<file path="src/rtl/voting_tally_seq.sv">
// Sequential ballot tally: counts votes per candidate, then scans the
// counters one per cycle to pick the winner (lowest index wins a tie).
module voting_tally_seq #(
  parameter int NUM_CAND  = 3,
  parameter int MAX_VOTES = 8,
  localparam int CAND_W = $clog2(NUM_CAND),
  localparam int CNT_W  = $clog2(MAX_VOTES + 1)
) (
  input  logic              clk,
  input  logic              rst_n,
  input  logic              start,
  input  logic              close,
  input  logic              vote_valid,
  input  logic [CAND_W-1:0] vote_data,
  output logic              vote_ready,
  output logic              winner_valid,
  output logic [CAND_W-1:0] winner,
  output logic [CNT_W-1:0]  winner_count,
  output logic              tie,
  output logic [CNT_W-1:0]  invalid_count
);

  localparam logic [CAND_W:0]   NC   = NUM_CAND[CAND_W:0];
  localparam logic [CAND_W-1:0] LAST = CAND_W'(NUM_CAND - 1);
  localparam logic [CNT_W-1:0]  MAXV = CNT_W'(MAX_VOTES);

  typedef enum logic [1:0] {IDLE, COLLECT, SCAN, DONE} state_t;

  state_t state, state_nxt;

  logic [NUM_CAND-1:0][CNT_W-1:0] cnt;
  logic [CNT_W-1:0]  total, inv;
  logic [CAND_W-1:0] idx, best;
  logic [CNT_W-1:0]  best_cnt;
  logic              tie_r;

  logic clr, acc, in_range, scan_go;

  // start clears everywhere except SCAN; a ballot colliding with start is dropped
  assign clr      = start && (state != SCAN);
  assign acc      = vote_valid && vote_ready && !start;
  assign in_range = {1'b0, vote_data} < NC;
  assign scan_go  = (state == COLLECT) && close && !start;

  assign vote_ready    = (state == COLLECT) && (total < MAXV);
  assign winner_valid  = (state == DONE);
  assign winner        = winner_valid ? best     : '0;
  assign winner_count  = winner_valid ? best_cnt : '0;
  assign tie           = winner_valid ? tie_r    : 1'b0;
  assign invalid_count = inv;

  // state register
  always_ff @(posedge clk or negedge rst_n) begin
    if (!rst_n) state <= IDLE;
    else        state <= state_nxt;
  end

  // next-state decode; close in IDLE and start/close in SCAN are ignored
  always_comb begin
    state_nxt = state;
    case (state)
      IDLE:    if (start) state_nxt = COLLECT;
      COLLECT: if (start) state_nxt = COLLECT;
               else if (close) state_nxt = SCAN;
      SCAN:    if (idx == LAST) state_nxt = DONE;
      DONE:    if (start) state_nxt = COLLECT;
      default: state_nxt = IDLE;
    endcase
  end

  // ballot counters; total caps at MAX_VOTES via vote_ready so nothing wraps
  always_ff @(posedge clk or negedge rst_n) begin
    if (!rst_n) begin
      cnt   <= '0;
      total <= '0;
      inv   <= '0;
    end else if (clr) begin
      cnt   <= '0;
      total <= '0;
      inv   <= '0;
    end else if (acc) begin
      total <= total + 1'b1;
      if (!in_range) inv <= inv + 1'b1;
      for (int i = 0; i < NUM_CAND; i++)
        if (in_range && vote_data == CAND_W'(i)) cnt[i] <= cnt[i] + 1'b1;
    end
  end

  // winner scan: one candidate per cycle, strict > moves best, == flags tie
  always_ff @(posedge clk or negedge rst_n) begin
    if (!rst_n) begin
      idx      <= '0;
      best     <= '0;
      best_cnt <= '0;
      tie_r    <= 1'b0;
    end else if (scan_go || clr) begin
      idx      <= '0;
      best     <= '0;
      best_cnt <= '0;
      tie_r    <= 1'b0;
    end else if (state == SCAN) begin
      idx <= idx + 1'b1;
      if (cnt[idx] > best_cnt) begin
        best     <= idx;
        best_cnt <= cnt[idx];
        tie_r    <= 1'b0;
      end else if (cnt[idx] == best_cnt) begin
        tie_r    <= 1'b1;
      end
    end
  end

endmodule

</file>
<file path="config.mk">
export PLATFORM = sky130hd
export DESIGN_NAME = voting_tally_seq
export DESIGN_NICKNAME = d
export VERILOG_FILES = /design/src/rtl/voting_tally_seq.sv
export SDC_FILE = /design/constraint.sdc
export NUM_CORES = 1
export LEC_CHECK = 0
export ABC_AREA = 1
export CORE_UTILIZATION = 45
export CTS_CLUSTER_DIAMETER = 50
export DETAILED_ROUTE_END_ITERATION = 8
export GPL_ROUTABILITY_DRIVEN = 0
export MAX_ROUTING_LAYER = met4
export PLACE_DENSITY = 0.63
export SLEW_MARGIN = 20
export SYNTH_ARGS = -nofsm -noshare
export SYNTH_HDL_FRONTEND = slang
export SYNTH_SLANG_ARGS = --single-unit
</file>
<file path="constraint.sdc">
create_clock -name clk -period 4.1 [get_ports clk]
set_clock_uncertainty 0.2 [all_clocks]
set_input_delay 0.41 -clock clk [delete_from_list [all_inputs] [get_ports clk]]
set_output_delay 0.41 -clock clk [all_outputs]
set_load 0.05 [all_outputs]
</file>
# After elaboration in Yosys (flattened, before gate mapping)
# Index checks and enable logic that the tools add are counted.
# totals
ff_bits	31
inputBits	7
out_inout_bits	13
word_cells	92
# classes
n_addsub	6
n_lt_le_gt_ge	4
n_eq_ne	12
mux	32
reduce_logical	28
# ops
op	n
two-way mux 4 bit	13
two-way mux 12 bit	2
adder 4 x 1 -> 4 bit, second input constant	5
two-way mux 2 bit	10
AND reduction 2 bit	6
nonzero test 2 bit	6
logical AND 1 bit	9
binary-select mux 4 bit (select 2 bit)	1
== test 2 bit, second input constant	4
!= test 2 bit, second input constant	3
case mux 2 bit (3 select lines)	1
two-way mux 1 bit	5
== test 2 x 1 -> 1 bit, second input constant	2
== test 4 bit	1
> comparator 4 bit	1
zero test 2 bit	2
less-than comparator 4 bit, second input constant	1
less-than comparator 2 x 3 -> 1 bit, second input constant	1
!= test 3 bit, second input constant	1
AND reduction 3 bit	1
nonzero test 3 bit	1
adder 2 x 1 -> 2 bit, second input constant	1
less-than comparator 2 bit, second input constant	1
!= test 2 x 1 -> 1 bit, second input constant	1
3 further kinds	3

# Longest topological paths before layout
# Gate-level depths: netlist (run 1).
# depth
word_depth	7
mapped_depth	14
ltp_nobuf	14

# Least setup slack after synthesis (run 1)
# Ideal clock, no wire load.
# synth_timing
path_type	register to output
startpoint	register state[0]
endpoint	output tie
t_arrival_ns	1.399
required_time_ns	3.490
slack_ns	2.091
path_stages_with_launch	4
n_path_buf	0
cell_sequence	dfrtp_1 -> ha_1 -> nand2_1 -> inv_1
# synth_between
elab_chain_len	2
# synth_lines
item	line	source
start: declaration	29	state_t state, state_nxt;
start signal: assignment	55	else state <= state_nxt;
== test 2 bit	46	assign winner_valid = (state == DONE);
named net winner_valid	16	output logic winner_valid,
two-way mux 1 bit	49	assign tie = winner_valid ? tie_r : 1'b0;
end: declaration	19	output logic tie,
# The timed path passes the listed nets, and every way through them passes these cells.

# Worst setup path in the final report (run 1)
# layout_timing
startpoint	register state[0]
endpoint	output winner[0]
# layout_between
elab_chain_len	2
# layout_lines
item	line	source
== test 2 bit	46	
two-way mux 2 bit	47	assign winner = winner_valid ? best : '0;
end: declaration	17	output logic [CAND_W-1:0] winner,
# Every way passes these cells.

==> run metrics, run 1 <==
Worst-Margin Slew=0.493 ns; Int Power=approximately 0.67 mW; # IOs=20; post-synthesis sequential area ratio=40.1%; WP depth=4; worst vdd ir=~0.38 mV; area grow syn2layout=15.7%; max_slew headroom=roughly two thirds; total core area=0.00406 mm^2; dpl hpwl=2650 um; initial antenna violation count=0; DRC violations left=0; post-CTS sizing=0; Slowest cell on crit path=clkdlybuf4s50_1; final WL=between 3000 and 4000 um; CP max FO=8; CTS Buf Count=5; number of inserted diodes=0; worst path buffer plus inverter count=2; DRT Pass-1 Iters=4; Sw Pwr=between 0.5 and 0.6 mW; critical path class=flop to primary output; # setup viols final=0; cell area after synthesis=about 0.0019 mm^2; Nets=~300; status=complete, no violations; die height=between 60 and 70 um; vias in the first global route=1,446; CP Launch Type=flop; flop2flop setup slack=between 1.5 and 2 ns; DR WL/cell=around 11 um; clock power share=around 18%; Multi-input gate area=slightly below 0.001 mm^2; worst stage delay on the critical path=approximately 0.79 ns; DR iter-0 viols=approximately 100; r2r endpoint=best_cnt[2]; area occupied by registers=~780 um^2; synthesis warning total=0; global-route wire length before repair=6500 um; number of max-cap violations=0; global-route congestion overflow total=0; R2R depth=12; Adder-Cell Fraction of Synth Area=between 9 and 10%; Avg Cell Area, Syn=roughly 7.8 um^2; ranking of synthesized cells by area=dfrtp_1, nand2_1, ha_1; RR Startpoint=idx[0]; Starting Density=~48%; Clock Path Buffers=2; crit end category=primary output; top cells by count, synth=nand2_1, inv_1, nand3_1; compound-cell area share of the yosys netlist=about 4.7%; most common cell in the netlist=nand2_1; main combinational cell family by area after synthesis=simple AND/OR/NAND/NOR gates; Synth Register Bits=31; simple-gate share of the synthesized area=33.5%; static leakage=around 1.2 nW; Yosys top cell by area=dfrtp_1; final worst slack=around 1.5 ns; xor and xnor fraction of the mapped netlist area=a little over 4%; hold crit path type=flop to flop; CTS tree=yes; Hold Path Stages=2; Port Buf Inserts=19; async set-reset flop share out of synthesis=100%; post-route ant nets=0; Worst Path Required=around 3.5 ns; mux cell area share after synthesis=0%; Final Cycle Share=63.1%; fillcell total=around 400; # H-tree levels=2; Hold Vio Cnt, Final=0; Tmin final=2.59 ns; Fmax=approximately 390 MHz; Arr. time, crit path=1.98 ns; Place WS=1.78 ns; crit-path cells=ha_1, nand2_1, inv_1, clkdlybuf4s50_1; layout cells sized above 1=6.67%; Gate power share=approximately half; PwrDens=554 mW/mm^2; Skew-Pair Late Insertion Delay=0.28 ns; routed vias=1,532; hold_buf cts=0; Netlist cell types=19; Sequential Power Share=between 30% and 40%; fin. max-slew vios=0; CP top delay family=buffers and inverters; clk root buf=clkbuf_8; Synth Instances=~250; Critical Path End=winner[0]; Total Neg Setup Slack=0 ns; vias per inst=between 4 and 5; Std-Cell Rows=23; Sw Ratio=a little under half; post-synth top area share=between 40% and 50%; GRT Total Usage=between 15 and 20%; Setup Fix Bufs, Post-CTS=0; pin count of the biggest net entering global routing=32; post-synthesis net count=268; Clock Sinks=31; RSZ-0062 raised after global routing=no; clock slew at reported path FFs=0.06 ns; Die W=about 68 um; Critical Path Start=state[0]; DIE AREA=between 0.004 and 0.005 mm^2; number of synthesized flops with an enable pin=0; ys flop type=dfrtp_1
[worst min path at each step]
stage | from | end | slack, ns
2_1_floorplan | rst_n | best[0] | -0.09
3_3_place_gp | best[1] | best[1] | 0.29
3_5_place_dp | best[1] | best[1] | 0.29
4_1_cts | best[1] | best[1] | 0.30
5_1_grt | total[0] | total[0] | 0.34
6_report | best[0] | best[0] | 0.30
[layout make-up]
type,instances,area share [%]
tap,50,2.79
sequential,31,34.6
multi-input combinational,176,44.3
clock buffer,6,3.24
timing repair buffer,20,8.83
inverter,37,6.20
[state kept, by name, summed over array words and instances (netlist names)]
name	cells
best	2
idx	2
state	2
total	4
tie_r	1
invalid_count	4
best_cnt	4
cnt	12
[power groups by stage]
stage               Sequential [mW]  Clock (mW)  Combinational (mW)
global placement              0.409           0               0.613
CTS                           0.406       0.227               0.621
global route                  0.414       0.238               0.707
finish                        0.406       0.217               0.617
detailed placement            0.411           0               0.620
floorplan                     0.402           0               0.492
[stage by stage]
stage | instances | area, um^2 | hold slack [ns] | util (%) | power, mW
after floorplan | 247 | 1940 | -0.0856 | - | 0.894
after global placement | 314 | 2170 | 0.285 | 53.4 | 1.02
after detailed placement | 314 | 2170 | 0.287 | 53.4 | 1.03
after CTS | 320 | 2240 | 0.302 | 55.2 | 1.25
after global routing | 320 | 2240 | 0.342 | 55.2 | 1.36
final | 320 | 2240 | 0.297 | 55.2 | 1.24
[tightest hold or removal path, cell delays in order, from the launching register on]
cell and delay, ns:
dfrtp_1 0.34, nand3_1 0.07, nand2_1 0.05
[layer usage]
metal	track usage (%)	part of all wire [%]	vias up
li1	-	-	836
met1	25.6	52	679
met2	29.8	45	13
met3	4.05	2.2	4
met4	8.24	1.2	0
met5	-	0	-
[placed cells by master (no fill, tap or decap), drive strengths merged]
cell	n
clkbuf	6
nor2	23
o32ai	1
xor2	9
o21ai	10
nand3	34
a31oi	1
nand4	9
ha	14
nand2	70
buf	1
inv	37
dfrtp	31
clkdlybuf4s50	19
a21oi	5
[cells by family (layout without fill, tap and decap cells)]
kind of cell	after synthesis	after routing
and+or+nand+nor	136	136
buffers and inverters	40	63
DFF	31	31
AOI/OAI and AO/OA	17	17
adders and majority gates	14	14
xor gates and xnor gates	9	9
Note: power is estimated with default switching activity, not from simulation.
==> run 2, diff against run 1 <==
==> constraint.sdc (replaced) <==
create_clock -name clk -period 2.43 [get_ports clk]
set_clock_uncertainty 0.2 [all_clocks]
set_input_delay 0.243 -clock clk [delete_from_list [all_inputs] [get_ports clk]]
set_output_delay 0.243 -clock clk [all_outputs]
set_load 0.05 [all_outputs]
==> run metrics, run 2 (synthesis gave the netlist of run 1 again) <==
status=complete, no violations (unchanged); Port Buf Inserts=19 (unchanged); Slowest cell on crit path=clkdlybuf4s50_1 (unchanged); initial antenna violation count=0 (unchanged); Clock Sinks=31 (unchanged); Skew-Pair Late Insertion Delay=0.28 ns (about the same); crit end category=primary output (unchanged); worst vdd ir=0.592 mV (was 0.378 mV); Hold Vio Cnt, Final=0 (unchanged); area grow syn2layout=15.8% (was 15.7%); Arr. time, crit path=1.73 ns (was 1.98 ns); Worst-Margin Slew=0.502 ns (was 0.493 ns); R2R depth=12 (unchanged); CTS Buf Count=5 (unchanged); hold crit path type=input pin to async pin (was flop to flop); Std-Cell Rows=23 (unchanged); hold_buf cts=0 (unchanged); worst stage delay on the critical path=0.82 ns (was 0.79 ns); WP depth=2 (was 4); worst path buffer plus inverter count=1 (was 2); Die W=67.6 um (unchanged); # setup viols final=0 (unchanged); static leakage=1.25 nW (was 1.22 nW); CP max FO=5 (was 8); PwrDens=947 mW/mm^2 (was 554 mW/mm^2); Final Cycle Share=around nine tenths; final core occ=55.3% (was 55.2%); vias in the first global route=1,491 (was 1,446); fin. max-slew vios=0 (unchanged); total core area=0.00406 mm^2 (unchanged); die height=67.6 um (unchanged); final cell count without fillers=322 (was 320); global-route congestion overflow total=0 (unchanged); RSZ-0062 raised after global routing=no (unchanged); vias per inst=4.92 (was 4.79); post-CTS sizing=0 (unchanged); Place WS=0.314 ns (was 1.78 ns); Starting Density=47.7% (unchanged); DRC violations left=0 (unchanged); # H-tree levels=2 (unchanged); critical path class=flop to primary output (unchanged); GRT Total Usage=19.2% (was 19.8%); DR iter-0 viols=96 (was 104); Tmin final=2.18 ns; Biggest register=cnt (unchanged); Critical Path Start=state[0] (unchanged); RR Startpoint=idx[0] (unchanged); commonest non-fill, non-tap cell in the layout=nand2_1 (unchanged); max_slew headroom=66.4% (was 67.0%); Clock Path Buffers=2 (unchanged); DRT Pass-1 Iters=6 (was 4); Worst Path Required=1.99 ns (was 3.49 ns); number of inserted diodes=0 (unchanged); final worst slack=0.254 ns (was 1.51 ns); post-route ant nets=0 (unchanged); Total Neg Setup Slack=0 ns (unchanged); CTS tree=yes (unchanged); Final Power=2.12 mW (was 1.24 mW); global-route wire length before repair=6320 um (was 6500 um); clock slew at reported path FFs=0.06 ns (about the same); Nets=293 (was 292); Fmax=roughly 460 MHz; layout cells sized above 1=10.7% (was 6.67%); Setup Fix Bufs, Post-CTS=0 (unchanged); dpl hpwl=2720 um (was 2650 um); # IOs=20 (unchanged); pin count of the biggest net entering global routing=32 (unchanged); most frequent cells in the layout=nand2_1, inv_1, nand3_1 (unchanged); routed vias=1,584 (was 1,532); placed cells=315 (was 314); CP Launch Type=flop (unchanged); Largest register FFs=12 (unchanged); CP top delay family=buffers and inverters (unchanged); crit-path cells=ha_1, clkdlybuf4s50_1 (was ha_1, nand2_1, inv_1, clkdlybuf4s50_1); final WL=3630 um (was 3610 um); DR WL/cell=11.3 um (about the same); DIE AREA=0.00457 mm^2 (unchanged); clk root buf=clkbuf_8 (unchanged); number of max-cap violations=0 (unchanged)
## run 2: where the power goes
part	switching [mW]	leakage, nW	total (mW)	internal (mW)
logic	0.702	0.779	1.04	0.336
registers	0.0806	0.422	0.683	0.602
clock network	0.181	0.0470	0.402	0.222
total	0.963	1.25	2.12	1.16
## run 2: metrics by stage
stage                     area [um^2]  hold slack [ns]
after floorplan                  1940           -0.253
after global placement           2150            0.287
after detailed placement         2150            0.289
after CTS                        2240            0.175
after global routing             2240            0.231
final                            2240            0.165
## run 2: area by class of cell
class                      instances  area [um^2]
fill                             373         1820
multi-input combinational        176          992
sequential                        31          776
timing repair buffer              21          185
inverter                          37          139
clock buffer                       6         82.6
tap                               50         62.6
clock inverter                     1         5.00
## run 2: routing by layer
layer,part of all wire [%],vias up,global-route usage (%)
met5,0,-,-
met4,2.2,0,10.1
met3,2.9,9,3.72
met2,45,23,28.6
met1,50,712,24.5
li1,-,840,-
## run 2: final timing paths
check / endpoint / slack (ns)
worst min register to register: best[0] / 0.30
worst max register to register: best_cnt[0] / 0.29
worst min-delay path: total[1] / 0.16
max in group asynchronous: cnt[10] / 1.57
worst max-delay path: winner_valid / 0.25
min in group clk: best[0] / 0.30
